$ cat src/rtl/afe_ctrl.sv
// AFE control sequencer: powers the analog front end up, then executes SPI write/read,
// static control and delay commands popped from the CPU command FIFO one at a time.
module afe_ctrl #(
    parameter int CLK_DIV      = 4,
    parameter int RESET_CYCLES = 16,
    parameter int WAIT_CYCLES  = 64
) (
    input  logic        clk,
    input  logic        reset,
    input  logic [31:0] cmd_data,
    input  logic        cmd_empty,
    output logic        cmd_rd,
    output logic [7:0]  rsp_data,
    output logic        rsp_valid,
    output logic        afe_reset,
    output logic        spi_clk,
    output logic        spi_mosi,
    output logic        spi_sen,
    input  logic        spi_miso,
    output logic        tx_en,
    output logic        rx_en,
    output logic        loopback,
    output logic        ready
);

    localparam int RW = (RESET_CYCLES > 1) ? $clog2(RESET_CYCLES) : 1;
    localparam int WW = (WAIT_CYCLES > 1) ? $clog2(WAIT_CYCLES) : 1;
    localparam logic [RW-1:0] RST_LAST  = RW'(RESET_CYCLES - 1);
    localparam logic [WW-1:0] WAIT_LAST = WW'(WAIT_CYCLES - 1);
    localparam logic [7:0]    DIV_LAST  = 8'(CLK_DIV - 1);

    typedef enum logic [3:0] {
        RST_ASSERT, RST_WAIT, IDLE, FETCH, DECODE,
        SPI_SETUP, SPI_SHIFT, SPI_HOLD, SPI_GAP, DELAY
    } state_t;

    state_t        state;
    logic [RW-1:0] rst_cnt;
    logic [WW-1:0] wait_cnt;
    logic [7:0]    div_cnt;
    logic [4:0]    bit_cnt;
    logic [15:0]   dly_cnt;
    logic [31:0]   cmd;
    logic [23:0]   tx_sr;
    logic [7:0]    rx_sr;
    logic          is_read;
    logic [23:0]   frame;
    logic          div_done;
    logic          unused_cmd;

    // The FIFO read strobe must sit in the same cycle IDLE sees a non-empty FIFO.
    assign cmd_rd     = (state == IDLE) && !cmd_empty;
    assign div_done   = (div_cnt == DIV_LAST);
    assign unused_cmd = cmd[29];

    // Read frames drive zeros on the data byte so the AFE can return its register.
    always_comb begin
        frame = {cmd[31:30] == 2'b01, 2'b00, cmd[28:16],
                 (cmd[31:30] == 2'b01) ? 8'h00 : cmd[7:0]};
    end

    always_ff @(posedge clk or posedge reset) begin
        if (reset) begin
            state     <= RST_ASSERT;
            rst_cnt   <= '0;
            wait_cnt  <= '0;
            div_cnt   <= '0;
            bit_cnt   <= '0;
            dly_cnt   <= '0;
            cmd       <= '0;
            tx_sr     <= '0;
            rx_sr     <= '0;
            is_read   <= 1'b0;
            afe_reset <= 1'b1;
            spi_sen   <= 1'b1;
            spi_clk   <= 1'b0;
            spi_mosi  <= 1'b0;
            rsp_valid <= 1'b0;
            rsp_data  <= '0;
            tx_en     <= 1'b0;
            rx_en     <= 1'b0;
            loopback  <= 1'b0;
            ready     <= 1'b0;
        end else begin
            rsp_valid <= 1'b0;
            case (state)
                RST_ASSERT: begin
                    if (rst_cnt == RST_LAST) begin
                        rst_cnt   <= '0;
                        afe_reset <= 1'b0;
                        state     <= RST_WAIT;
                    end else begin
                        rst_cnt <= rst_cnt + 1'b1;
                    end
                end
                RST_WAIT: begin
                    if (wait_cnt == WAIT_LAST) begin
                        wait_cnt <= '0;
                        ready    <= 1'b1;
                        state    <= IDLE;
                    end else begin
                        wait_cnt <= wait_cnt + 1'b1;
                    end
                end
                IDLE: begin
                    if (!cmd_empty) begin
                        ready <= 1'b0;
                        state <= FETCH;
                    end
                end
                FETCH: begin
                    cmd   <= cmd_data;
                    state <= DECODE;
                end
                DECODE: begin
                    case (cmd[31:30])
                        2'b00, 2'b01: begin
                            spi_sen  <= 1'b0;
                            spi_clk  <= 1'b0;
                            spi_mosi <= frame[23];
                            tx_sr    <= {frame[22:0], 1'b0};
                            is_read  <= cmd[30];
                            div_cnt  <= '0;
                            bit_cnt  <= '0;
                            state    <= SPI_SETUP;
                        end
                        2'b10: begin
                            if (cmd[8]) begin
                                tx_en     <= 1'b0;
                                rx_en     <= 1'b0;
                                loopback  <= cmd[2];
                                afe_reset <= 1'b1;
                                rst_cnt   <= '0;
                                state     <= RST_ASSERT;
                            end else begin
                                {loopback, rx_en, tx_en} <= cmd[2:0];
                                ready <= 1'b1;
                                state <= IDLE;
                            end
                        end
                        default: begin
                            if (cmd[15:0] == 16'd0) begin
                                ready <= 1'b1;
                                state <= IDLE;
                            end else begin
                                dly_cnt <= cmd[15:0];
                                state   <= DELAY;
                            end
                        end
                    endcase
                end
                SPI_SETUP: begin
                    if (div_done) begin
                        div_cnt <= '0;
                        state   <= SPI_SHIFT;
                    end else begin
                        div_cnt <= div_cnt + 1'b1;
                    end
                end
                SPI_SHIFT: begin
                    if (div_done) begin
                        div_cnt <= '0;
                        if (!spi_clk) begin
                            spi_clk <= 1'b1;
                            rx_sr   <= {rx_sr[6:0], spi_miso};
                        end else begin
                            spi_clk <= 1'b0;
                            if (bit_cnt == 5'd23) begin
                                bit_cnt <= '0;
                                state   <= SPI_HOLD;
                            end else begin
                                bit_cnt  <= bit_cnt + 1'b1;
                                spi_mosi <= tx_sr[23];
                                tx_sr    <= {tx_sr[22:0], 1'b0};
                            end
                        end
                    end else begin
                        div_cnt <= div_cnt + 1'b1;
                    end
                end
                SPI_HOLD: begin
                    if (div_done) begin
                        div_cnt   <= '0;
                        spi_sen   <= 1'b1;
                        spi_mosi  <= 1'b0;
                        rsp_valid <= is_read;
                        if (is_read) rsp_data <= rx_sr;
                        state     <= SPI_GAP;
                    end else begin
                        div_cnt <= div_cnt + 1'b1;
                    end
                end
                SPI_GAP: begin
                    if (div_done) begin
                        div_cnt <= '0;
                        ready   <= 1'b1;
                        state   <= IDLE;
                    end else begin
                        div_cnt <= div_cnt + 1'b1;
                    end
                end
                DELAY: begin
                    if (dly_cnt == 16'd1) begin
                        ready <= 1'b1;
                        state <= IDLE;
                    end else begin
                        dly_cnt <= dly_cnt - 1'b1;
                    end
                end
                default: state <= RST_ASSERT;
            endcase
        end
    end

endmodule

$ cat config.mk
export PLATFORM = sky130hd
export DESIGN_NAME = afe_ctrl
export DESIGN_NICKNAME = d
export VERILOG_FILES = /design/src/rtl/afe_ctrl.sv
export SDC_FILE = /design/constraint.sdc
export NUM_CORES = 1
export LEC_CHECK = 0
export ABC_AREA = 1
export CAP_MARGIN = 20
export CORE_AREA = 4 4 146 92
export CTS_CLUSTER_SIZE = 28
export DETAILED_ROUTE_END_ITERATION = 10
export DIE_AREA = 0 0 150 96
export GPL_TIMING_DRIVEN = 0
export PLACE_DENSITY = 0.77
export SETUP_SLACK_MARGIN = 0.2
export SLEW_MARGIN = 20
export SYNTH_ARGS = -nofsm -noshare
export SYNTH_HDL_FRONTEND = slang
export SYNTH_SLANG_ARGS = --single-unit
$ cat constraint.sdc
create_clock -name clk -period 5.2 [get_ports clk]
set_clock_uncertainty 0.05 [all_clocks]
set_input_delay 0.78 -clock clk [delete_from_list [all_inputs] [get_ports clk]]
set_output_delay 0.78 -clock clk [all_outputs]
set_load 0.02 [all_outputs]
==> metrics.txt <==
outcome=completed; Antenna diodes=0; worst rel slew slack=55.6%; Via density=5.42; crit end category=output port; Leak=3.69 nW; count of cells resized by post-cts repair=0; GRT Total Usage=23.1%; Placement Setup Slack=2390 ps; detailed-route via count=5387; #FFs+latches synth=123; crit share post-route=56.8%; Cells after Synth=743; CTS H-tree lvls=4; setup slack after layout=2240 ps; Clock transition at path regs=60 ps; CTS sink cnt=123; Final ANT Viol Nets=0; largest net degree at the start of global routing=75; grt ovf=0; syn_nets=785; commonest non-fill, non-tap cell in the layout=nand2_1; final instance area=7630 um^2; die height=96 um; initial drt markers=494; Fillers=1034; CTS Buffer Depth=2; Synth Flop Type=dfrtp_1; initial antenna violation count=0; Pre-Repair DR Iteration Count=5; CTS tree=built; ratio of cells with drive above 1 in the final layout=14.1%; Final min period=2960 ps; final hold vios=0; Post-synth EDFFs=0; yosys warns=0; critical path launch point type=register; routability cong.=0.920; DIE AREA=14400 um^2; starting density of the core=52.5%; Hold Buf Count CTS=0; IO Port Bufs=52; Placement Cell Area=7030 um^2; synthesized cell area=6270 um^2; Detail Placement HPWL=11.4 mm; Multi-input gate area=2770 um^2; Post-Route WL=15.8 mm; RSZ-0062 raised after global routing=false; first-pass GRT wire length=26.0 mm; fin nets=857; Syn Area/Cell=8.45 um^2; most frequent cells in the layout=nand2_1 (192), dfrtp_1 (121), nor2_1 (93); final setup vio count=0; average wire per standard cell=16.0 um; Hold Crit Class=reg -> reg; clock root cell=clkbuf_16; Num CTS Buffers=17; Sequential Area=3080 um^2; vias in the first global route=5177; worst skew pair latency=420 ps; Max Transition Viols Final=0; Worst Path Arrival=2130 ps; Critical Path Fanout Max=5; max-cap violations=0; fmax=338 MHz; setup bufs post-CTS=0; Seq/Total Area, Yosys=49.1%; VDD IR max=0.248 mV; Async SR Flop Fraction=100%; die extent in x=150 um; Area growth syn-to-layout=21.7%; Worst Tran Pin Value=667 ps; PwrDens=297 nW/um^2; post-synth cell types=39; # IOs=54; Critical Path RT=4370 ps; core area=11900 um^2; worst setup path class=reg -> out; row count=31; Post-route DRC=0
-- kinds of logic (layout without fill, tap and decap cells) --
| group | count (synthesis) | in the layout | synth area share, % |
|---|---|---|---|
| buffers and inverters | 88 | 173 | 6.84 |
| AOI/OAI and AO/OA | 117 | 117 | 11.2 |
| and+or+nand+nor | 369 | 369 | 25.2 |
| DFF | 123 | 123 | 49.1 |
| muxes | 30 | 30 | 5.12 |
| adders and majority gates | 6 | 6 | 1.20 |
| xor gates and xnor gates | 10 | 10 | 1.40 |
-- power by group --
group | leakage (nW) | total (mW) | internal [mW] | switching [mW]
sequential | 1.62 | 0.980 | 0.970 | 0.0103
combinational | 1.77 | 0.0775 | 0.0376 | 0.0400
clock | 0.291 | 1.21 | 0.732 | 0.476
total | 3.69 | 2.27 | 1.74 | 0.526
-- registers in the layout, indices dropped and copies added (netlist names), 4 cells and up --
signal / flops
div_cnt: 8
state: 4
tx_sr: 23
rst_cnt: 4
dly_cnt: 16
bit_cnt: 5
cmd: 31
wait_cnt: 6
rx_sr: 8
rsp_data: 8
-- layout make-up --
type | count | share of cell area (%)
clock inverters | 13 | 2.06
clock buffers | 19 | 5.80
inverters | 71 | 3.57
flip-flops and latches | 123 | 40.3
plain buffers | 17 | 2.11
well taps | 165 | 2.70
repair buffers | 53 | 7.18
multi-input cells | 532 | 36.2
-- Yosys cell counts, types with 6 or more instances --
cell / instances / area (um^2)
a21oi_1: 26 / 130
xor2_1: 6 / 52.6
nand3_1: 45 / 225
mux2_2: 17 / 191
nand4_1: 6 / 37.5
inv_1: 66 / 248
o21ai_2: 17 / 149
o21ai_1: 9 / 45.0
o21ai_0: 42 / 210
dfrtp_1: 121 / 3030
nor3_1: 8 / 40.0
o22ai_1: 9 / 56.3
nand2_2: 8 / 50.1
buf_6: 12 / 135
mux2i_1: 13 / 130
ha_1: 6 / 75.1
nor2_1: 93 / 349
nand2_1: 192 / 721
-- worst max-delay path, cell delays in order (launching register included) --
cell and delay, ps:
dfrtp_1 440, nor2_1 360, nand2_1 190, nor2_1 110, clkdlybuf4s50_1 610
-- final timing paths --
kind / slack, ps / start / cells past startpoint / to
worst min-delay path: 420 / wait_cnt[4]$_DFFE_PP0P_ / 1 / wait_cnt[4]$_DFFE_PP0P_
worst min register to register: 420 / wait_cnt[4]$_DFFE_PP0P_ / 1 / wait_cnt[4]$_DFFE_PP0P_
max in group asynchronous: 3610 / reset / 3 / dly_cnt[0]$_DFFE_PP0P_
worst max-delay path: 2240 / state[2]$_DFFE_PP0P_ / 4 / cmd_rd
min in group asynchronous: 790 / reset / 2 / rx_sr[0]$_DFFE_PP0P_
worst max register to register: 3120 / div_cnt[0]$_DFFE_PP0P_ / 10 / state[2]$_DFFE_PP0P_
-- stage by stage --
stage | cells | power [mW] | setup TNS (ps) | hold slack, ps | util, %
6_report | 993 | 2.27 | 0 | 423 | 63.9
4_1_cts | 993 | 2.28 | 0 | 423 | 63.9
3_5_place_dp | 961 | 1.08 | 0 | 407 | 58.9
3_3_place_gp | 960 | 1.07 | -69170 | 409 | 58.6
2_1_floorplan | 743 | 1.03 | 0 | 392 | -
5_1_grt | 993 | 2.33 | 0 | 442 | 63.9
-- layer usage --
layer,global-route usage [%],share of wire (%)
met5,0,0
met4,6.16,0.98
met3,5.51,7.0
met2,35.1,45
met1,33.4,47
(Power assumes the default switching activity.)
